<file path="src/rtl/alu_pc_pkg.sv">
// Shared types and constants for the ALU / next-PC unit.
// The optional overflow flag is controlled by the ALU_OVF_EN macro (see alu_core).
package alu_pc_pkg;

  localparam int unsigned DATA_W = 32;
  localparam logic [DATA_W-1:0] PC_STEP = 32'd4;

  typedef enum logic [3:0] {
    OP_ADD  = 4'd0,
    OP_SUB  = 4'd1,
    OP_AND  = 4'd2,
    OP_OR   = 4'd3,
    OP_XOR  = 4'd4,
    OP_NOR  = 4'd5,
    OP_SLT  = 4'd6,
    OP_SLTU = 4'd7,
    OP_SLL  = 4'd8,
    OP_SRL  = 4'd9,
    OP_SRA  = 4'd10,
    OP_LUI  = 4'd11
  } alu_op_e;

  typedef enum logic [1:0] {
    PC_SEQ    = 2'b00,
    PC_BRANCH = 2'b01,
    PC_JUMP   = 2'b10,
    PC_STOP   = 2'b11
  } pc_inc_e;

  typedef enum logic [1:0] {
    BR_NONE  = 2'b00,
    BR_EQ    = 2'b01,
    BR_NE    = 2'b10,
    BR_NONE3 = 2'b11
  } branch_cond_e;

endpackage

</file>
<file path="src/rtl/alu_core.sv">
// Combinational 32-bit ALU: op, a, b -> result, zero, signed overflow.
// Overflow detection is only built when ALU_OVF_EN is defined; otherwise ovf is tied to 0.
import alu_pc_pkg::*;

module alu_core (
  input  logic [3:0]        op,
  input  logic [DATA_W-1:0] a,
  input  logic [DATA_W-1:0] b,
  output logic [DATA_W-1:0] result,
  output logic              zero,
  output logic              ovf
);

  logic signed [DATA_W-1:0] a_s;
  logic signed [DATA_W-1:0] b_s;
  logic        [DATA_W-1:0] sum;
  logic        [DATA_W-1:0] diff;
  logic        [4:0]        shamt;

  assign a_s   = a;
  assign b_s   = b;
  assign sum   = a + b;
  assign diff  = a - b;
  assign shamt = b[4:0];

  always_comb begin
    result = '0;
    case (op)
      OP_ADD:  result = sum;
      OP_SUB:  result = diff;
      OP_AND:  result = a & b;
      OP_OR:   result = a | b;
      OP_XOR:  result = a ^ b;
      OP_NOR:  result = ~(a | b);
      OP_SLT:  result = {{(DATA_W-1){1'b0}}, (a_s < b_s)};
      OP_SLTU: result = {{(DATA_W-1){1'b0}}, (a < b)};
      OP_SLL:  result = a << shamt;
      OP_SRL:  result = a >> shamt;
      OP_SRA:  result = a_s >>> shamt;
      OP_LUI:  result = {b[15:0], 16'h0000};
      default: result = '0;
    endcase
  end

  assign zero = (result == '0);

`ifdef ALU_OVF_EN
  // Signed overflow: operands (b inverted for SUB) agree in sign but the result does not.
  always_comb begin
    ovf = 1'b0;
    case (op)
      OP_ADD:  ovf = (a[DATA_W-1] == b[DATA_W-1]) && (sum[DATA_W-1]  != a[DATA_W-1]);
      OP_SUB:  ovf = (a[DATA_W-1] != b[DATA_W-1]) && (diff[DATA_W-1] != a[DATA_W-1]);
      default: ovf = 1'b0;
    endcase
  end
`else
  assign ovf = 1'b0;
`endif

endmodule

</file>
<file path="src/rtl/alu_pc_unit.sv">
// Registered ALU plus next-PC selection (sequential / branch / jump / stop), one-cycle latency.
// Optional overflow flag built only with ALU_OVF_EN defined (inside alu_core).
import alu_pc_pkg::*;

module alu_pc_unit #(
  parameter logic [31:0] RESET_PC = 32'h0000_0000
) (
  input  logic        clk,
  input  logic        clr,
  input  logic [3:0]  op,
  input  logic [31:0] a,
  input  logic [31:0] b,
  input  logic [1:0]  branch_cond,
  input  logic [31:0] current_pc,
  input  logic [1:0]  pc_inc,
  input  logic [31:0] abs_addr,
  input  logic [31:0] branch_addr,
  output logic [31:0] alu_result,
  output logic        alu_zero,
  output logic        alu_ovf,
  output logic [31:0] next_pc,
  output logic [1:0]  pc_inc_q
);

  logic [31:0] res_p0;
  logic        zero_p0;
  logic        ovf_p0;
  logic        taken_p0;
  logic [31:0] pc_seq_p0;
  logic [31:0] pc_nxt_p0;

  alu_core u_alu (
    .op     (op),
    .a      (a),
    .b      (b),
    .result (res_p0),
    .zero   (zero_p0),
    .ovf    (ovf_p0)
  );

  assign taken_p0  = ((branch_cond == BR_EQ) &&  zero_p0) ||
                     ((branch_cond == BR_NE) && !zero_p0);
  assign pc_seq_p0 = current_pc + PC_STEP;

  // Word offset scaled to bytes; all additions wrap modulo 2^32.
  always_comb begin
    pc_nxt_p0 = pc_seq_p0;
    case (pc_inc)
      PC_SEQ:    pc_nxt_p0 = pc_seq_p0;
      PC_BRANCH: pc_nxt_p0 = taken_p0 ? (pc_seq_p0 + (branch_addr << 2)) : pc_seq_p0;
      PC_JUMP:   pc_nxt_p0 = abs_addr;
      PC_STOP:   pc_nxt_p0 = current_pc;
      default:   pc_nxt_p0 = pc_seq_p0;
    endcase
  end

  // Stage p0 -> outputs
  always_ff @(posedge clk) begin
    if (clr) begin
      alu_result <= '0;
      alu_zero   <= 1'b0;
      alu_ovf    <= 1'b0;
      next_pc    <= RESET_PC;
      pc_inc_q   <= 2'b00;
    end else begin
      alu_result <= res_p0;
      alu_zero   <= zero_p0;
      alu_ovf    <= ovf_p0;
      next_pc    <= pc_nxt_p0;
      pc_inc_q   <= pc_inc;
    end
  end

endmodule

</file>
<file path="config.mk">
export PLATFORM = sky130hd
export DESIGN_NAME = alu_pc_unit
export DESIGN_NICKNAME = d
export VERILOG_FILES = /design/src/rtl/alu_pc_pkg.sv /design/src/rtl/alu_core.sv /design/src/rtl/alu_pc_unit.sv
export SDC_FILE = /design/constraint.sdc
export NUM_CORES = 1
export LEC_CHECK = 0
export ABC_AREA = 1
export BUFFER_PORTS_ARGS = -buffer_cell sky130_fd_sc_hd__buf_2
export CAP_MARGIN = 20
export CORE_ASPECT_RATIO = 1.2
export CORE_UTILIZATION = 45
export DETAILED_ROUTE_END_ITERATION = 8
export PLACE_DENSITY = 0.67
export REMOVE_ABC_BUFFERS = 1
export SLEW_MARGIN = 15
export SYNTH_ARGS = -nofsm -noshare
export SYNTH_HDL_FRONTEND = slang
export SYNTH_HIERARCHICAL = 1
export SYNTH_SLANG_ARGS = --single-unit
export TNS_END_PERCENT = 50
</file>
<file path="constraint.sdc">
create_clock -name clk -period 3.7 [get_ports clk]
set_input_delay 0.555 -clock clk [delete_from_list [all_inputs] [get_ports clk]]
set_output_delay 0.555 -clock clk [all_outputs]
set_load 0.02 [all_outputs]
</file>
# Word-level counts from Yosys, hierarchy flattened
# Cells that the tools add are included.
[op_classes]
eq_ne = 16
reduce_logical = 7
shifts = 3
bitwise = 4
mux = 3
n_addsub = 4
magnitude_cmp = 2
[op_table]
columns = ["op", "n"]
rows = [
  ["one-hot mux 32 bit (12 select lines)", 1],
  ["one-hot mux 32 bit (4 select lines)", 1],
  ["adder 32 bit", 2],
  ["less-than comparator 32 bit", 2],
  ["adder 32 x 3 -> 32 bit (second input constant)", 1],
  ["bitwise AND 32 bit", 1],
  ["zero test 32 bit", 1],
  ["two-way mux 32 bit", 1],
  ["NOT 32 bit", 1],
  ["OR 32 bit", 1],
  ["<< shifter 32 x 5 -> 32 bit", 1],
  ["right shift 32 x 5 -> 32 bit", 1],
  [">>> shifter 32 x 5 -> 32 bit", 1],
  ["subtractor 32 bit", 1],
  ["XOR 32 bit", 1],
  ["== test 4 x 3 -> 1 bit (second input constant)", 4],
  ["== test 4 bit (second input constant)", 4],
  ["== test 4 x 2 -> 1 bit (second input constant)", 2],
  ["== test 2 bit (second input constant)", 3],
  ["== test 2 x 1 -> 1 bit (second input constant)", 2],
  ["== test 4 x 1 -> 1 bit (second input constant)", 1],
  ["zero test 4 bit", 1],
  ["logical AND 1 bit", 2],
  ["zero test 2 bit", 1],
  ["2 further kinds", 2],
]
[word_totals]
output_inout_bits = 68
input_bits = 170
reg_bits = 67

# Logic depth before layout (Yosys ltp)
[logic_depth]
ltp_word = 9
depth_mapped = 32
ltp_nobuf = 29

# By module
# Netlist, hierarchy kept.
[by_module_without_submodules]
columns = ["mod", "instances", "cells_each", "seq_area_each_um2", "area_each_um2"]
rows = [
  ["alu_core", 1, 2364, 0.0, 10905.5],
  ["alu_pc_unit", 1, 985, 1361.3, 5947.0],
]

# Worst setup path after synthesis
# Ideal clock, no wire load.
[synth_timing]
path_kind = "input to register"
startpoint = "in b[4]"
endpoint = "reg next_pc[8]"
path_stages = 25
arrival_ns = 3.640
slack_ns = -0.064
path_buffers = 5
setup_time_ns = 0.124
cell_sequence = "buf_2 -> inv_1 -> buf_1 -> ha_1 -> clkbuf_2 -> nor2_1 -> nand3_1 -> nand3_1 -> nand2_1 -> nand2_1 -> nand3_1 -> a21oi_1 -> nor2_1 -> nor2_1 -> nand2_1 -> nor2_1 -> nand3_1 -> nor2_1 -> o21ai_0 -> nand2_1 -> clkbuf_1 -> buf_4 -> nand2_1 -> o211ai_1 -> a21oi_1"
[synth_via]
elab_chain_len = 9
[synth_rtl]
columns = ["element", "line_no", "rtl"]
rows = [
  ["from (decl)", "alu_pc_unit.sv:12", "input logic [31:0] b,"],
  ["parallel branches: the longest is 2 deep, another holds subtractor 32 bit", "n/a", ""],
  ["one-hot mux 32 bit (12 select lines) (*)", "alu_core.sv:28", "case (op)"],
  ["zero test 32 bit (*)", "alu_core.sv:45", "assign zero = (result == '0);"],
  ["via zero_p0", "alu_pc_unit.sv:26", "logic zero_p0;"],
  ["zero test 1 bit", "alu_pc_unit.sv:42", "((branch_cond == BR_NE) && !zero_p0);"],
  ["logical AND 1 bit", "alu_pc_unit.sv:42", ""],
  ["logical OR 1 bit (*)", "alu_pc_unit.sv:41", "assign taken_p0 = ((branch_cond == BR_EQ) && zero_p0) ||"],
  ["two-way mux 32 bit (*)", "alu_pc_unit.sv:50", "PC_BRANCH: pc_nxt_p0 = taken_p0 ? (pc_seq_p0 + (branch_addr << 2)) : pc_seq_p0;"],
  ["one-hot mux 32 bit (4 select lines) (*)", "alu_pc_unit.sv:48", "case (pc_inc)"],
  ["to (signal assigned)", "alu_pc_unit.sv:69", "next_pc <= pc_nxt_p0;"],
  ["to (decl)", "alu_pc_unit.sv:21", "output logic [31:0] next_pc,"],
]
# Mark *: on every way through the listed nets, which the timed path passes.
# A chain may end at the register's enable or synchronous reset.

# Final worst setup path
[layout_timing]
startpoint = "in b[0]"
endpoint = "reg next_pc[4]"
# Same word-level chain as after synthesis.

==> impl_metrics.ini <==
[outcome]
status = finished, final reports clean

[yosys]
netlist_top_cells_count = 1168 x nand2_1, 517 x inv_1, 469 x nand3_1
synth_top_cell_by_area = nand2_1
netlist_instances = 3349
syn_area_um2 = 16850
ys_top_cells_by_area = nand2_1 26%, nand3_1 14%, inv_1 12%
yosys.area.top_type_share_pct = 26.02
ys.flop_type = dfxtp_1
post-synth-top-count-cell = nand2_1
synth-seq-cells = 68
yosysUniqueCellTypes = 52
synth_seq_area_share_pct = 8.078
synth_edf_count = 0
avgSynthCellArea_um2 = 5.032
synthArstFlopShare_pct = 0
synth_warnings = 6

[floorplan]
die_w_um = 178.7
row_count = 77
start_util_pct = 45.67
dieArea_um2 = 38230
core_area_um2 = 36900
die_h_um = 214.0
ios = 238

[routing]
via_count = 24878
firstDrtPassIters = 8
ant_nets = 0
totalWireLength_um = 90670
drc = 0
via_per_inst = 5.485
drtIter0Drc = 2390
routedWlPerCell_um = 19.99

[clock_network]
hold_buffers = 0
cts.sinks = 68
clk_pin_slew_ps = 60
cts_tree = built
htreeDepth = 3
clockBufferDepth = 2
cts-root-buf = clkbuf_16
cts_made_buffers = 9

[place]
gp_congestion = 1.066
dpl.hpwl_um = 74260
portBuffers = 235
post-place-ws_ps = -598.9

[timing]
slew-limit-headroom_pct = 26.34
hold_viol = 0
postLayoutSetupSlackWorst_ps = 118.3
slew_violations = 0
final_min_period_over_clock_period_pct = 96.80
grt_setup_unrepaired = true
period_needed_ps = 3582
worstMarginPinSlew_ps = 1104
fmax_mhz = 279.2
finalSetupViolations = 0
setup-tns-final_ps = 0

[pwr]
static-leakage-power_uw = 0.01381
p_total_uw = 5114
ir_drop_v = 0.0001837
p_per_area_nw_per_um2 = 218.0

[global_routing]
grt_pass1_wl_um = 133300
first_global_vias = 23575
grt_overflow = 0
grt_max_degree = 45
grtUsageTotal_pct = 46.81
antenna_found_initial = 8

[worst_setup_path]
cp_data_required_time_ps = 3920
start_kind = input port
cp_max_fo = 21
critPathCaptureType = flip-flop
cp.arrival_ps = 3800
critPathKind = in2reg
critPathCapture = next_pc[4]
critPathLaunch = b[0]

[layout]
syn_to_final_growth_pct = 39.21
drive_gt1_share_pct = 24.72
nNetsFinal = 4359

[run]
maxCapViolCount = 0

[min_path]
hp-class = in2reg
[how the worst min path moves through the flow]
stage	slack, ps	from	cells after the start	to
3_5_place_dp	790	abs_addr[1]	3	next_pc[1]
3_3_place_gp	790	abs_addr[1]	3	next_pc[1]
6_report	420	abs_addr[1]	3	next_pc[1]
4_1_cts	420	abs_addr[1]	3	next_pc[1]
2_1_floorplan	630	clr	1	alu_result[18]
5_1_grt	450	abs_addr[1]	3	next_pc[1]
[power by group]
group,switching (µW),internal [µW],total (µW)
registers,20.7,791,812
logic,2030,1290,3320
clock network,370,608,978
[per-layer routing]
layer	vias up	global-route usage, %	part of all wire (%)
li1	11970	-	-
met1	11042	50.86	36
met2	1404	75.54	45
met3	454	10.13	8.6
met4	8	41.89	11
met5	-	0	0.066
[stage by stage]
stage | instance area [µm²] | hold slack [ps] | instances | utilization [%]
CTS | 22960 | 419.7 | 4528 | 62.21
global route | 23460 | 448.1 | 4534 | 63.57
finish | 23460 | 419.5 | 4536 | 63.58
floorplan | 16250 | 626.2 | 3224 | -
global placement | 22460 | 791.5 | 4502 | 60.86
detailed placement | 22460 | 788.9 | 4502 | 60.86
[layout by cell type, fill, tap and decap left out, types with 4 or more instances in the layout]
cell type     n
and2_1        7
diode_2       4
buf_12       13
nor2_4       14
ha_2          7
a221oi_1     28
xor2_1       22
dfxtp_1      68
ha_4         10
o211ai_1     29
nand2_2      27
nand2_1    1154
a21oi_1     120
a21o_1        5
o21ai_0      84
nand3b_1      5
buf_6         5
o21bai_1     13
o22ai_1       9
buf_4       563
nor2_1      324
o21ai_1      24
clkbuf_16    11
nand4_1      27
inv_1       513
inv_2        16
nand3_1     455
nand3_2      15
buf_2       232
nor3_1       25
ha_1        116
a21oi_2      11
nor2_2       48
o21ai_2       4
[registers in the layout, summed over array words and instances, names as in the netlist]
signal / flops
alu_ovf: 1
next_pc: 32
pc_inc_q: 2
alu_zero: 1
alu_result: 32
[kinds of logic (layout without fill, tap and decap cells)]
| group | after synthesis | in the layout | share of synthesized area (%) |
|---|---|---|---|
| buffers and inverters | 659 | 1368 | 15.46 |
| xor gates and xnor gates | 26 | 26 | 1.463 |
| and+or+nand+nor | 2116 | 2116 | 52.71 |
| adders and majority gates | 136 | 136 | 10.23 |
| AOI/OAI and AO/OA | 343 | 343 | 12.04 |
| DFF | 68 | 68 | 8.078 |
| other | 1 | 5 | 0.02225 |
[worst max-delay path: stages]
cell      delay, ps
buf_6           110
buf_4           120
inv_4            40
buf_12          150
nand2_1         110
nand3_1         100
nand3_1         240
nand3_1         190
nand3_1         130
nand2_1          60
nor2_1          250
nand2_1         140
nor2_1          200
buf_4           140
nand2_1          50
nor2_1          130
nand3_1         130
nor2_4          150
o21ai_2          80
nand2_4         120
clkinv_8        120
buf_16          160
o211ai_1        180
a41oi_1         120
[what timing repair did]
| item | in CTS | in global routing |
|---|---|---|
| cloned | 2 | 2 |
| resized for setup | 17 | 131 |
| endpoints found under the setup margin | 29 | 30 |
| pin swaps | 12 | 28 |
| setup buffers | 9 | 3 |
[cell type report]
class	instances	area, µm²
well taps	474	593.1
inverters	534	2024
repair buffers	818	5812
fillers	3970	13440
clock inverters	6	86.33
flip-flops and latches	68	1361
clock buffers	10	239.0
multi-input cells	2622	13330
diodes	4	10.01
Note: power is estimated with default switching activity, not from simulation.
